`src/rtl/sprite_motion_ctrl.sv`:
```
// Frame-synchronous sprite mover: turns a held USB keycode into a clamped
// top-left sprite position, updated once per rising edge of vsync.
module sprite_motion_ctrl #(
  parameter int X_MAX       = 639,
  parameter int Y_MAX       = 479,
  parameter int SIZE        = 16,
  parameter int STEP        = 4,
  parameter int X_INIT      = 312,
  parameter int Y_INIT      = 232,
  parameter int HOLD_FRAMES = 2
) (
  input  logic       Clk,
  input  logic       Reset,
  input  logic [7:0] keycode,
  input  logic       vsync,
  output logic [9:0] pos_x,
  output logic [9:0] pos_y,
  output logic [1:0] dir,
  output logic       moving,
  output logic       hit
);

  localparam logic [9:0]        X_LIM    = 10'(X_MAX - SIZE + 1);
  localparam logic [9:0]        Y_LIM    = 10'(Y_MAX - SIZE + 1);
  localparam logic signed [10:0] X_LIM_S = 11'(X_MAX - SIZE + 1);
  localparam logic signed [10:0] Y_LIM_S = 11'(Y_MAX - SIZE + 1);
  localparam logic signed [10:0] STEP_S  = 11'(STEP);
  localparam logic [2:0]        HOLD_MAX = 3'(HOLD_FRAMES);

  typedef enum logic {IDLE, MOVE} state_t;
  typedef enum logic [1:0] {DIR_UP, DIR_DOWN, DIR_LEFT, DIR_RIGHT} dir_t;

  state_t     state_q, state_d;
  dir_t       dir_q, dir_d;
  dir_t       cand_dir_q, cand_dir_d;
  logic [2:0] hold_cnt_q, hold_cnt_d;
  logic [9:0] pos_x_q, pos_x_d;
  logic [9:0] pos_y_q, pos_y_d;
  logic       hit_q, hit_d;
  logic       vsync_prev_q, vsync_prev_d;

  logic       tick;
  logic       key_is_dir, key_is_stop;
  dir_t       key_dir;
  logic       accept;
  dir_t       step_dir;
  logic       at_limit;
  logic       step_clamp;
  logic [9:0] step_x, step_y;
  logic signed [10:0] nx, ny;

  assign vsync_prev_d = vsync;
  assign tick         = vsync & ~vsync_prev_q;

  always_comb begin
    // NOTE: every combinational output gets a default first so no path can infer a latch.
    key_is_dir  = 1'b1;
    key_is_stop = 1'b0;
    key_dir     = DIR_UP;
    unique case (keycode)
      8'h1A:   key_dir = DIR_UP;
      8'h16:   key_dir = DIR_DOWN;
      8'h04:   key_dir = DIR_LEFT;
      8'h07:   key_dir = DIR_RIGHT;
      8'h2C:   begin key_is_dir = 1'b0; key_is_stop = 1'b1; end
      default: key_is_dir = 1'b0;
    endcase
  end

  // Hold filter: a direction must be seen on HOLD_FRAMES consecutive ticks.
  always_comb begin
    hold_cnt_d = hold_cnt_q;
    cand_dir_d = cand_dir_q;
    accept     = 1'b0;
    if (tick) begin
      if (key_is_dir) begin
        if (key_dir == cand_dir_q) begin
          hold_cnt_d = (hold_cnt_q >= HOLD_MAX) ? HOLD_MAX : hold_cnt_q + 3'd1;
        end else begin
          cand_dir_d = key_dir;
          hold_cnt_d = 3'd1;
        end
        accept = (hold_cnt_d >= HOLD_MAX);
      end else begin
        hold_cnt_d = 3'd0;
      end
    end
  end

  assign step_dir = accept ? key_dir : dir_q;

  always_comb begin
    at_limit = 1'b0;
    unique case (step_dir)
      DIR_UP:    at_limit = (pos_y_q == 10'd0);
      DIR_DOWN:  at_limit = (pos_y_q == Y_LIM);
      DIR_LEFT:  at_limit = (pos_x_q == 10'd0);
      DIR_RIGHT: at_limit = (pos_x_q == X_LIM);
    endcase
  end

  // Signed 11-bit step so an overshoot past 0 is visible before clamping.
  always_comb begin
    nx         = $signed({1'b0, pos_x_q});
    ny         = $signed({1'b0, pos_y_q});
    step_x     = pos_x_q;
    step_y     = pos_y_q;
    step_clamp = 1'b0;
    unique case (step_dir)
      DIR_UP: begin
        ny = $signed({1'b0, pos_y_q}) - STEP_S;
        if (ny <= 11'sd0) begin step_y = 10'd0; step_clamp = 1'b1; end
        else step_y = 10'(ny);
      end
      DIR_DOWN: begin
        ny = $signed({1'b0, pos_y_q}) + STEP_S;
        if (ny >= Y_LIM_S) begin step_y = Y_LIM; step_clamp = 1'b1; end
        else step_y = 10'(ny);
      end
      DIR_LEFT: begin
        nx = $signed({1'b0, pos_x_q}) - STEP_S;
        if (nx <= 11'sd0) begin step_x = 10'd0; step_clamp = 1'b1; end
        else step_x = 10'(nx);
      end
      DIR_RIGHT: begin
        nx = $signed({1'b0, pos_x_q}) + STEP_S;
        if (nx >= X_LIM_S) begin step_x = X_LIM; step_clamp = 1'b1; end
        else step_x = 10'(nx);
      end
    endcase
  end

  always_comb begin
    logic take_step;
    take_step = 1'b0;
    state_d   = state_q;
    dir_d     = dir_q;
    pos_x_d   = pos_x_q;
    pos_y_d   = pos_y_q;
    hit_d     = 1'b0;
    if (tick) begin
      unique case (state_q)
        IDLE: begin
          if (accept) begin
            dir_d = key_dir;
            if (!at_limit) begin
              state_d   = MOVE;
              take_step = 1'b1;
            end
          end
        end
        MOVE: begin
          if (key_is_stop) begin
            state_d = IDLE;
          end else begin
            if (accept) dir_d = key_dir;
            take_step = 1'b1;
          end
        end
      endcase
    end
    if (take_step) begin
      pos_x_d = step_x;
      pos_y_d = step_y;
      if (step_clamp) begin
        hit_d   = 1'b1;
        state_d = IDLE;
      end
    end
  end

  // NOTE: sequential state uses non-blocking assignments so all flops update together.
  always_ff @(posedge Clk or posedge Reset) begin
    if (Reset) begin
      state_q      <= IDLE;
      dir_q        <= DIR_UP;
      cand_dir_q   <= DIR_UP;
      hold_cnt_q   <= 3'd0;
      pos_x_q      <= 10'(X_INIT);
      pos_y_q      <= 10'(Y_INIT);
      hit_q        <= 1'b0;
      vsync_prev_q <= 1'b1;
    end else begin
      state_q      <= state_d;
      dir_q        <= dir_d;
      cand_dir_q   <= cand_dir_d;
      hold_cnt_q   <= hold_cnt_d;
      pos_x_q      <= pos_x_d;
      pos_y_q      <= pos_y_d;
      hit_q        <= hit_d;
      vsync_prev_q <= vsync_prev_d;
    end
  end

  assign pos_x  = pos_x_q;
  assign pos_y  = pos_y_q;
  assign dir    = dir_q;
  assign moving = (state_q == MOVE);
  assign hit    = hit_q;

endmodule

```
`config.mk`:
```
export PLATFORM = sky130hd
export DESIGN_NAME = sprite_motion_ctrl
export DESIGN_NICKNAME = d
export VERILOG_FILES = /design/src/rtl/sprite_motion_ctrl.sv
export SDC_FILE = /design/constraint.sdc
export NUM_CORES = 1
export LEC_CHECK = 0
export ABC_AREA = 1
export CAP_MARGIN = 5
export CORE_ASPECT_RATIO = 0.8
export CORE_MARGIN = 1.5
export CORE_UTILIZATION = 40
export CTS_BUF_LIST = sky130_fd_sc_hd__clkbuf_4 sky130_fd_sc_hd__clkbuf_8 sky130_fd_sc_hd__clkbuf_16
export DETAILED_ROUTE_END_ITERATION = 8
export PLACE_DENSITY = 0.63
export SKIP_LAST_GASP = 1
export SLEW_MARGIN = 30
export SYNTH_ARGS = -nofsm -noshare
export SYNTH_HDL_FRONTEND = slang
export SYNTH_SLANG_ARGS = --single-unit
```
`constraint.sdc`:
```
create_clock -name Clk -period 4 [get_ports Clk]
set_input_delay 0.6 -clock Clk [delete_from_list [all_inputs] [get_ports Clk]]
set_output_delay 0.6 -clock Clk [all_outputs]
set_load 0.03 [all_outputs]
```
# [Word level (Yosys, flattened, before mapping)]
# Cells that the tools add are included.
[word_totals] out_inout_bits=24 regBits=30 input_bits=11 elab_cells=80
[classes] magnitude_cmp=6 add_sub_neg=5 n_eq_ne=12 muxes=35 reduce_logical=10 bitwise=4
[op_table] cell="10-bit two-way mux" count=4
[op_table] cell="10-bit case mux with 2 select lines" count=2
[op_table] cell="10-bit by 3-bit adder with 11-bit output (second input constant)" count=2
[op_table] cell="11-bit by 1-bit <= comparator with 1-bit output (second input constant)" count=2
[op_table] cell="10-bit by 3-bit subtractor with 11-bit output (second input constant)" count=2
[op_table] cell="10-bit logical NOT" count=2
[op_table] cell="1-bit two-way mux" count=17
[op_table] cell="8-bit by 3-bit equality test with 1-bit output (second input constant)" count=2
[op_table] cell="8-bit by 5-bit equality test with 1-bit output (second input constant)" count=2
[op_table] cell="3-bit two-way mux" count=5
[op_table] cell="11-bit by 10-bit >= comparator with 1-bit output (second input constant)" count=1
[op_table] cell="11-bit >= comparator (second input constant)" count=1
[op_table] cell="10-bit equality test (second input constant)" count=1
[op_table] cell="10-bit by 9-bit equality test with 1-bit output (second input constant)" count=1
[op_table] cell="8-bit by 6-bit equality test with 1-bit output (second input constant)" count=1
[op_table] cell="1-bit case mux with 4 select lines" count=2
[op_table] cell="3-bit by 2-bit >= comparator with 1-bit output (second input constant)" count=2
[op_table] cell="2-bit case mux with 3 select lines" count=1
[op_table] cell="2-bit AND reduction" count=3
[op_table] cell="2-bit equality test (second input constant)" count=2
[op_table] cell="2-bit two-way mux" count=2
[op_table] cell="2-bit case mux with 2 select lines" count=1
[op_table] cell="2-bit nonzero test" count=2
[op_table] cell="4-bit OR reduction" count=1
[op_table] cell="other kinds (9)" count=11

# [Logic depth before layout (Yosys ltp)]
# Gate-level depths: netlist (run 1).
[depth] word_depth=18 depth_mapped=20 ltp_nobuf=19

# [Worst setup path before layout (run 1)]
# Ideal clock, no wire load.
[synth_path] path_type="input-to-reg" start="input port keycode[6]" end="register state_q, in the netlist moving" setup_time_ns=0.117 slack_ns=1.660 n_path_buf=2 cell_stages=18 arrival_time_ns=2.222 cell_sequence="inv_1 nand2_1 nor2_4 nand2_1 nand2_2 nand2_1 nand2_1 nand2_1 a21oi_4 nand2_1 nand2_2 nand2_2 o21ai_2 o21bai_2 buf_6 buf_6 nand3_1 nand2_1"
[synth_via] elab_chain_cells=18
[synth_rtl] item="start, declared" line_no="14" rtl="input logic [7:0] keycode,"
[synth_rtl] item="8-bit by 3-bit equality test with 1-bit output / 8-bit by 5-bit equality test with 1-bit output (equally long branches)" line_no="60" rtl="unique case (keycode)"
[synth_rtl] item="2-bit case mux with 3 select lines" line_no="60"
[synth_rtl] item="2-bit equality test" line_no="77" rtl="if (key_dir == cand_dir_q) begin"
[synth_rtl] item="3-bit two-way mux" line_no="77"
[synth_rtl] item="3-bit two-way mux" line_no="76" rtl="if (key_is_dir) begin"
[synth_rtl] item="3-bit two-way mux" line_no="75" rtl="if (tick) begin"
[synth_rtl] item="3-bit by 2-bit >= comparator with 1-bit output" line_no="83" rtl="accept = (hold_cnt_d >= HOLD_MAX);"
[synth_rtl] item="1-bit two-way mux" line_no="76"
[synth_rtl] item="[3 not listed]"
[synth_rtl] item="1-bit case mux with 4 select lines" line_no="94" rtl="unique case (step_dir)"
[synth_rtl] item="1-bit two-way mux" line_no="146" rtl="if (!at_limit) begin"
[synth_rtl] item="1-bit two-way mux" line_no="144" rtl="if (accept) begin"
[synth_rtl] item="1-bit case mux with 2 select lines" line_no="142" rtl="unique case (state_q)"
[synth_rtl] item="1-bit two-way mux" line_no="141" rtl="if (tick) begin"
[synth_rtl] item="1-bit two-way mux" line_no="165" rtl="if (step_clamp) begin"
[synth_rtl] item="1-bit two-way mux *" line_no="162" rtl="if (take_step) begin"
[synth_rtl] item="net state_d" line_no="33" rtl="state_t state_q, state_d;"
[synth_rtl] item="end signal, assigned" line_no="184" rtl="state_q <= state_d;"
[synth_rtl] item="end, declared" line_no="33"
# Mark *: on every way through the listed nets, which the timed path passes. The rest lies on a longest branch. The select of a mux whose other input is x is not followed.
# A chain may end at the register's enable or synchronous reset.

# [Final worst setup path (run 1)]
[layout_path] start="input port keycode[2]" end="register pos_x_q[7], in the netlist pos_x[7]"
[layout_via] elab_chain_cells=17
[layout_rtl] item="8-bit by 3-bit equality test with 1-bit output / 8-bit by 5-bit equality test with 1-bit output (equally long branches)" line_no="60"
[layout_rtl] item="2-bit case mux with 3 select lines" line_no="60"
[layout_rtl] item="2-bit equality test" line_no="77"
[layout_rtl] item="3-bit two-way mux" line_no="77"
[layout_rtl] item="3-bit two-way mux" line_no="76"
[layout_rtl] item="3-bit two-way mux" line_no="75"
[layout_rtl] item="3-bit by 2-bit >= comparator with 1-bit output" line_no="83"
[layout_rtl] item="1-bit two-way mux" line_no="76"
[layout_rtl] item="1-bit two-way mux" line_no="75"
[layout_rtl] item="2-bit two-way mux"
[layout_rtl] item="2-bit equality test (tied with other cells)" line_no="94, 109"
[layout_rtl] item="1-bit case mux with 4 select lines" line_no="94"
[layout_rtl] item="1-bit two-way mux" line_no="146"
[layout_rtl] item="1-bit two-way mux" line_no="144"
[layout_rtl] item="1-bit case mux with 2 select lines" line_no="142"
[layout_rtl] item="1-bit two-way mux" line_no="141"
[layout_rtl] item="2-bit AND reduction (no line)"
[layout_rtl] item="end signal, assigned" line_no="179" rtl="pos_x_q <= 10'(X_INIT);"
[layout_rtl] item="end signal, assigned" line_no="188" rtl="pos_x_q <= pos_x_d;"
[layout_rtl] item="end, declared" line_no="37" rtl="logic [9:0] pos_x_q, pos_x_d;"
# Several ways; a longest one is shown, not always the timed one. The select of a mux whose other input is x is not followed.

==> results.yml, run 1 <==
routing:
  num_vias: 2328
  drtAntennaViolNets: 0
  drt_iter0_markers: 78
  routedWlPerCell_microns: 11.8
  drt-pass1-iter-count: 4
  vias_per_cell: 4.94
  drt_wl_total_mm: 5.54
  drc: 0
global_routing:
  grt_pass1_vias: 2051
  grt_use_total_pct: 17.3
  antenna_found_initial: 0
  grt_start_max_net_pins: 27
  grt_pass1_wl_mm: 9.34
  grt_overflow_total: 0
sta:
  max_freq_mhz: 312
  rsz0062_at_grt: "no"
  setup_viol: 0
  finClkSkew_ns: 0.00275
  fin_crit_sh_pct: 80.1
  setup_ws_ns: 0.798
  tns_ns: 0
  relSlewSlack_pct: 44.7
  period_minus_slack_ns: 3.20
  worstMarginPinSlew_ns: 0.830
  finalHoldViolCount: 0
  slew_viol_final: 0
cells_and_area:
  drive_gt1_share_pct: 11.3
  nNetsFinal: 411
  antennaDiodeCount: 0
  nFillCells: 597
  area_delta_synth_final_pct: 15.8
pwr:
  p_leak_uw: 0.00139
  p_comb_share_pct: 10.2
  swShare_pct: 22.9
  p_int_uw: 373
  power_frac_clock_pct: 34.0
  p_seq_share_pct: 55.8
  vdd_drop_max_uv: 112
  net-switching-power_uw: 111
  powerDensity_nw_per_um2: 172
floorplanning:
  core_area_sq_um: 5910
  dieArea_sq_um: 6580
  ios: 35
  std_cell_rows: 25
  start_util_pct: 41.2
  die_w_microns: 90.3
  die_h_microns: 72.8
clocking:
  clock-sinks: 26
  numCtsBuffers: 3
  post-cts-setup-buffer-count: 0
  htree_levels: 1
  cts-hold-fix-buffers: 0
  clkLatencyLatePin_ns: 0.27
  clkSlewWorstSetupHoldPaths_ns: 0.08
  cts_resized: 0
  cts_tree: "built"
  root_buffer: "clkbuf_8"
  clk_path_buf_depth: 2
logic_synthesis:
  yosysSeqAreaShare_pct: 27.1
  ys.flop_type: "dfrtp_1"
  synth_cell_type_count: 34
  synth_area_leaders: "dfrtp_1, nand2_1, dfstp_2"
  synth_common_cells: "nand2_1, inv_1, nand3_1, nor2_1"
  async_flop_share_pct: 100
  syn_area_per_cell_sq_um: 6.66
  synth_top_cell_area_share_pct: 17.4
  synthMostInstantiatedCell: "nand2_1"
  yosysWarningCount: 0
  synth-edff-count: 0
  yosysTopAreaCell: "dfrtp_1"
  syn_inst: 366
  synth-seq-cells: 26
  netlist_area_sq_um: 2440
placed_design:
  gp_congestion: 0.884
  dpl_worst_slack_ns: 0.519
  place_hpwl_mm: 4.36
  port_buffers: 30
critical_path:
  worstPathMaxFanout: 13
  cp.required_ns: 4.16
  start_kind: "input port"
  crit_type: "input port to flop"
  crit_arrival_ns: 3.36
  end_kind: "flop"
worst_hold_path:
  hp-class: "flop to flop"
status:
  outcome: "finished clean"
flow_run:
  maxCapViolCount: 0
==> power groups by stage <==
stage                     registers (uW)  logic, uW  clock network [uW]
final                                270       49.4                 165
after global routing                 271       56.9                 184
after CTS                            271       50.4                 174
after detailed placement             275       50.5                   0
after global placement               275       49.3                   0
after floorplan                      275       36.3                   0
==> cell type report <==
class	count	area (sq um)	share of cell area (%)
timing repair buffer	31	308	10.9
inverter	52	195	6.91
sequential	26	662	23.4
multi-input combinational	277	1500	53.2
tap	81	101	3.59
clock buffer	4	55.1	1.95
==> cell families (layout without fill, tap and decap cells) <==
family | Yosys count | in the layout | synth area share, %
buffers and inverters | 66 | 87 | 11.7
DFF | 26 | 26 | 27.1
AOI/OAI and AO/OA | 32 | 32 | 8.36
adders and majority gates | 9 | 9 | 4.62
xor gates and xnor gates | 20 | 20 | 7.18
other | 1 | 4 | 0.154
and+or+nand+nor | 212 | 212 | 40.8
==> sequential cells by signal, summed over array words and instances, names as in the netlist <==
register	count
cand_dir_q	2
dir	2
hit	1
hold_cnt_q	3
moving	1
pos_x	8
pos_y	8
vsync_prev_q	1
==> metal layers <==
metal | GRT usage, % | up-vias | routed length (microns)
li1 | - | 1217 | -
met1 | 24.5 | 1060 | 2900
met2 | 27.9 | 47 | 2420
met3 | 2.92 | 4 | 178
met4 | 4.23 | 0 | 42
met5 | 0 | - | 0
==> path summary, 6_finish.rpt <==
path / slack, ns / end / from / depth (start not counted)
setup / recovery: 0.80 / pos_x[7] / keycode[2] / 19
hold / removal: 0.50 / hold_cnt_q[2] / hold_cnt_q[2] / 2
setup reg to reg: 1.25 / pos_x[7] / vsync_prev_q / 17
hold reg to reg: 0.50 / hold_cnt_q[2] / hold_cnt_q[2] / 2
max in group asynchronous: 2.94 / pos_x[3] / Reset / 2
min in group asynchronous: 0.69 / hold_cnt_q[1] / Reset / 2
==> layout by cell type (no fill, tap or decap), drive strengths merged <==
| cell type | synthesis | final |
|---|---|---|
| a21boi | 1 | 1 |
| a21oi | 9 | 9 |
| buf | 8 | 1 |
| clkbuf | 6 | 4 |
| clkdlybuf4s50 | 0 | 30 |
| conb | 1 | 4 |
| dfrtp | 17 | 17 |
| dfstp | 9 | 9 |
| ha | 9 | 9 |
| inv | 52 | 52 |
| nand2 | 114 | 114 |
| nand3 | 42 | 42 |
| nand3b | 2 | 2 |
| nand4 | 13 | 13 |
| nor2 | 29 | 29 |
| nor3 | 9 | 9 |
| nor4 | 3 | 3 |
| o2111ai | 1 | 1 |
| o211ai | 4 | 4 |
| o21ai | 14 | 14 |
| o21bai | 1 | 1 |
| o22ai | 2 | 2 |
| xnor2 | 3 | 3 |
| xor2 | 17 | 17 |
==> metrics by stage <==
| step | cells | area [sq um] | power [uW] | util (%) | hold slack, ns |
|---|---|---|---|---|---|
| 2_1_floorplan | 369 | 2450 | 311 | - | 0.451 |
| 3_3_place_gp | 467 | 2770 | 324 | 46.8 | 0.493 |
| 3_5_place_dp | 467 | 2770 | 326 | 46.8 | 0.484 |
| 4_1_cts | 471 | 2820 | 494 | 47.7 | 0.506 |
| 5_1_grt | 471 | 2820 | 512 | 47.7 | 0.525 |
| 6_report | 471 | 2820 | 485 | 47.7 | 0.498 |
==> critical path, stage by stage <==
cell	delay, ns
clkdlybuf4s50_1	0.53
inv_1	0.07
nor2_2	0.10
nand2_1	0.07
nand2_2	0.11
nand2_2	0.08
nand2_2	0.06
nand2_2	0.07
nor2_4	0.14
nand2_2	0.11
nand3b_1	0.12
nand2_2	0.19
nand3_1	0.13
nand3_1	0.08
o21bai_2	0.36
buf_4	0.26
nand2_2	0.14
nand2_1	0.10
nand2_1	0.06
Note: power is estimated with default switching activity, not from simulation.
==> run 2, diff against run 1 <==
==> constraint.sdc (replaced) <==
create_clock -name Clk -period 3.14 [get_ports Clk]
set_input_delay 0.471 -clock Clk [delete_from_list [all_inputs] [get_ports Clk]]
set_output_delay 0.471 -clock Clk [all_outputs]
set_load 0.03 [all_outputs]
==> run 2 against run 1 <==
  * First-iteration DRC count increased by 82%
  * Sequential power increased by 27%
  * Sequential share of layout area decreased by 0.20 points
  * Worst hold slack got worse by 0.0013 ns
  * Largest cell class unchanged
  * Clock skew decreased by 0.0015 ns
  * Clock power increased by 19%
  * Die area is the same
  * Critical path type unchanged
==> results.yml, run 2 (synthesis results as in run 1) <==
status:
  outcome: "finished clean"
global_routing:
  grt_start_max_net_pins: 27
  grt_pass1_vias: 2127
  grt_overflow_total: 0
  grt_pass1_wl_mm: 9.67
  grt_use_total_pct: 17.9
  antenna_found_initial: 0
sta:
  slew_viol_final: 0
  worstMarginPinSlew_ns: 0.523
  tns_ns: 0
  fin_crit_sh_pct: 87.8
  timing.hold.ws_ns: 0.497
  relSlewSlack_pct: 65.1
  period_minus_slack_ns: 2.76
  finalHoldViolCount: 0
  rsz0062_at_grt: "no"
  finClkSkew_ns: 0.00125
  setup_viol: 0
  max_freq_mhz: 363
routing:
  drt-pass1-iter-count: 4
  drt_wl_total_mm: 5.52
  routedWlPerCell_microns: 11.6
  vias_per_cell: 4.90
  drtAntennaViolNets: 0
  num_vias: 2329
  drc: 0
  drt_iter0_markers: 142
clocking:
  htree_levels: 1
  numCtsBuffers: 3
  post-cts-setup-buffer-count: 0
  cts_tree: "built"
  cts_resized: 0
  clock-sinks: 26
  clkLatencyLatePin_ns: 0.27
  clkSlewWorstSetupHoldPaths_ns: 0.08
  clk_path_buf_depth: 2
  root_buffer: "clkbuf_8"
  cts-hold-fix-buffers: 0
floorplanning:
  dieArea_sq_um: 6580
  ios: 35
  die_w_microns: 90.3
  start_util_pct: 41.2
  core_area_sq_um: 5910
  die_h_microns: 72.8
  std_cell_rows: 25
cells_and_area:
  nNetsFinal: 415
  fin_util_pct: 48.1
  area_delta_synth_final_pct: 16.7
  antennaDiodeCount: 0
  finalNonFillerCells: 475
  drive_gt1_share_pct: 12.2
  final_common_cell: "nand2_1"
  final_cell_mix: "nand2_1, inv_1, nand3_1"
pwr:
  powerDensity_nw_per_um2: 213
  p_leak_uw: 0.00141
  vdd_drop_max_uv: 123
placed_design:
  port_buffers: 30
  dp.cells: 471
  gp_congestion: 0.933
  place_hpwl_mm: 4.44
critical_path:
  rr_worst_depth: 16
  end_kind: "flop"
  crit_type: "input port to flop"
  r2r_setup_slack_ns: 0.72
  crit_arrival_ns: 2.92
  cp.required_ns: 3.30
  start_kind: "input port"
  worstPathMaxFanout: 8
  reg2reg_to: "pos_y[4]"
  r2r_start: "vsync_prev_q"
worst_hold_path:
  hp-start: "hold_cnt_q[2]"
  hold-path-cell-count: 2
  hp-class: "flop to flop"
  holdPathEnd: "hold_cnt_q[2]"
flow_run:
  maxCapViolCount: 0
run 2: changes by cell type in the layout (fill, tap and decap cells not counted), sizes merged:
| cell | before | now |
|---|---|---|
| buf | 1 | 5 |
run 2: stage by stage:
stage / total power [uW] / area, sq um / setup WS, ns
6_report: 607 / 2850 / 0.384
5_1_grt: 642 / 2850 / 0.0398
4_1_cts: 618 / 2850 / 0.379
3_5_place_dp: 416 / 2800 / 0.0826
3_3_place_gp: 416 / 2800 / 0.134
2_1_floorplan: 396 / 2450 / 0.929
run 2: worst max path at each step:
| stage | from | to | depth (start not counted) |
|---|---|---|---|
| floorplan | keycode[6] | moving | 18 |
| global placement | keycode[2] | pos_x[7] | 19 |
| detailed placement | keycode[2] | pos_x[7] | 19 |
| CTS | keycode[2] | pos_y[4] | 18 |
| global route | keycode[3] | pos_y[2] | 18 |
| finish | keycode[2] | pos_y[4] | 18 |
run 2: final cells by class:
cell class                      count  area (sq um)
Clock buffer                        4          48.8
Fill cell                         601          3070
Inverter                           52           195
Multi-Input combinational cell    277          1500
Sequential cell                    26           662
Tap cell                           81           101
Timing Repair Buffer               35           338
run 2: critical path: stages:
cell and delay, ns:
clkdlybuf4s50_1 0.53, inv_1 0.07, nor2_2 0.09, nand2_1 0.07, nand2_2 0.09, nand2_2 0.08
nand2_2 0.06, nand2_2 0.06, nor2_4 0.14, nand2_2 0.11, nand3_1 0.12, nand2_2 0.09
nand3_1 0.09, nand3_1 0.09, o21bai_2 0.25, nand3_1 0.32, nand2_1 0.13, nand2_1 0.06
run 2: where the power goes:
group	internal (uW)	switching [uW]	total (uW)
Clock	99.4	97.6	197
Combinational	24.5	40.9	65.4
Sequential	341	3.52	344
run 2: routing by layer:
| layer | vias up | track usage, % | routed length (microns) | share of wire [%] |
|---|---|---|---|---|
| li1 | 1227 | - | - | - |
| met1 | 1056 | 24.7 | 2820 | 51 |
| met2 | 44 | 30.3 | 2430 | 44 |
| met3 | 2 | 3.23 | 241 | 4.4 |
| met4 | 0 | 2.47 | 23 | 0.42 |
| met5 | - | 0 | 0 | 0 |
==> run 3, diff against run 2 <==
--- a/config.mk
+++ b/config.mk
@@ -6,13 +6,12 @@
 export NUM_CORES = 1
 export LEC_CHECK = 0
 export ABC_AREA = 1
-export CAP_MARGIN = 5
 export CORE_ASPECT_RATIO = 0.8
-export CORE_MARGIN = 1.5
-export CORE_UTILIZATION = 40
+export CORE_MARGIN = 2
+export CORE_UTILIZATION = 30
 export CTS_BUF_LIST = sky130_fd_sc_hd__clkbuf_4 sky130_fd_sc_hd__clkbuf_8 sky130_fd_sc_hd__clkbuf_16
 export DETAILED_ROUTE_END_ITERATION = 8
-export PLACE_DENSITY = 0.63
+export PLACE_DENSITY = 0.5
 export SKIP_LAST_GASP = 1
 export SLEW_MARGIN = 30
 export SYNTH_ARGS = -nofsm -noshare
==> run 3 against run 2 <==
  * Sequential cell count unchanged
  * Combinational power about the same
  * Clock skew up 0.0096 ns
  * Utilization decreased by 11 points
  * Wire length up 5.8%
  * Critical path type unchanged
==> results.yml, run 3 (synthesis results as in run 1) <==
routing:
  drtAntennaViolNets: 0
  drt_iter0_markers: 77
  wl_met2_mm: 2.55
  drt-pass1-iter-count: 4
  num_vias: 2282
  routedWlPerCell_microns: 11.6
  drc: 0
  drt_wl_total_mm: 5.84
  top_layer_used: "met4"
  drt-met1-wl_mm: 3.04
  dr_wl_met3_microns: 192
  vias_per_cell: 4.52
global_routing:
  grt_overflow_total: 0
  grt_pass1_wl_mm: 10.2
  grt_pass1_vias: 2207
  grt_start_max_net_pins: 25
  antenna_found_initial: 0
  grt_use_total_pct: 13.8
critical_path:
  crit_type: "input port to flop"
  worstPathMaxFanout: 8
  start_kind: "input port"
  crit_arrival_ns: 3.00
  end_kind: "flop"
  startpoint: "keycode[2]"
  cp.required_ns: 3.31
  r2r_start: "vsync_prev_q"
placed_design:
  place_hpwl_mm: 4.72
  port_buffers: 30
  placed_area_sq_um: 2850
  gp_congestion: 0.895
status:
  outcome: "finished clean"
sta:
  finClkSkew_ns: 0.0109
  relSlewSlack_pct: 41.3
  tns_ns: 0
  period_minus_slack_ns: 2.84
  worstMarginPinSlew_ns: 0.880
  finalHoldViolCount: 0
  max_freq_mhz: 353
  fin_crit_sh_pct: 90.3
  slew_viol_final: 0
  rsz0062_at_grt: "no"
  setup_viol: 0
clocking:
  htree_levels: 1
  cts_tree: "built"
  cts_resized: 0
  root_buffer: "clkbuf_8"
  clkLatencyLatePin_ns: 0.28
  numCtsBuffers: 3
  clk_path_buf_depth: 2
  post-cts-setup-buffer-count: 0
  cts-hold-fix-buffers: 0
  clkSlewWorstSetupHoldPaths_ns: 0.08
  clock-sinks: 26
cells_and_area:
  area_delta_synth_final_pct: 20.0
  nNetsFinal: 418
  final_cell_mix: "nand2_1, inv_1, nand3_1"
  final_common_cell: "nand2_1"
  fin_area_sq_um: 2930
  drive_gt1_share_pct: 12.8
  antennaDiodeCount: 0
worst_hold_path:
  hp-start: "hold_cnt_q[2]"
  hp-class: "flop to flop"
flow_run:
  maxCapViolCount: 0
pwr:
  p_leak_uw: 0.00144
  powerDensity_nw_per_um2: 236
  vdd_drop_max_uv: 118
floorplanning:
  start_util_pct: 30.8
  die_h_microns: 84.6
  std_cell_rows: 29
  ios: 35
  dieArea_sq_um: 8870
  core_area_sq_um: 7910
  die_w_microns: 105
## run 3: cell count changes in the layout (fill, tap and decap cells not counted), sizes merged
cell    delta
buf        +3
bufinv     +1
clkbuf     -1
## run 3: area by class of cell
type	count	area (sq um)
inverter	52	195
sequential	26	662
fill	852	4980
tap	108	135
clock inverter	1	30.0
timing repair buffer	38	360
clock buffer	3	41.3
multi-input combinational	277	1500
## run 3: stage by stage
step / hold slack (ns) / util [%] / worst slack (ns) / power [uW] / std cells
after floorplan: 0.451 / - / 0.929 / 396 / 369
after global placement: 0.490 / 36.1 / 0.115 / 416 / 501
after detailed placement: 0.483 / 36.1 / 0.0223 / 417 / 501
after CTS: 0.505 / 37.0 / 0.309 / 698 / 505
after global routing: 0.520 / 37.0 / 0.0391 / 726 / 505
final: 0.501 / 37.0 / 0.304 / 689 / 505
## run 3: final timing paths
check,endpoint,slack (ns),cells after the start
max in group asynchronous,pos_x[4],2.07,3
min in group asynchronous,cand_dir_q[1],0.54,2
min reg2reg,hold_cnt_q[2],0.50,2
min,hold_cnt_q[2],0.50,2
max reg2reg,pos_y[4],0.68,16
max,pos_y[4],0.30,18
## run 3: per-layer routing
layer | up-vias | GRT usage, %
li1 | 1230 | -
met1 | 1012 | 19.6
met2 | 34 | 22.3
met3 | 6 | 2.10
met4 | 0 | 2.55
met5 | - | 0
## run 3: power by group
part,total [uW],leakage (uW),internal (uW),switching (uW)
Combinational,65.1,0.00108,24.5,40.6
Sequential,344,0.000322,341,3.39
Clock,280,0.0000357,171,109
Total,689,0.00144,536,153
## run 3: worst max-delay path: stages
cell and delay [ns]:
clkdlybuf4s50_1 0.53, inv_1 0.07, nor2_2 0.10, nand2_1 0.07
nand2_2 0.11, nand3_2 0.10, nand2_4 0.11, nand2_2 0.08
inv_1 0.07, nand2_2 0.09, nand3_1 0.11, nand2_2 0.10
nand3_1 0.09, nand3_1 0.09, o21bai_2 0.26, nand3_1 0.34
nand2_1 0.15, nand2_1 0.06
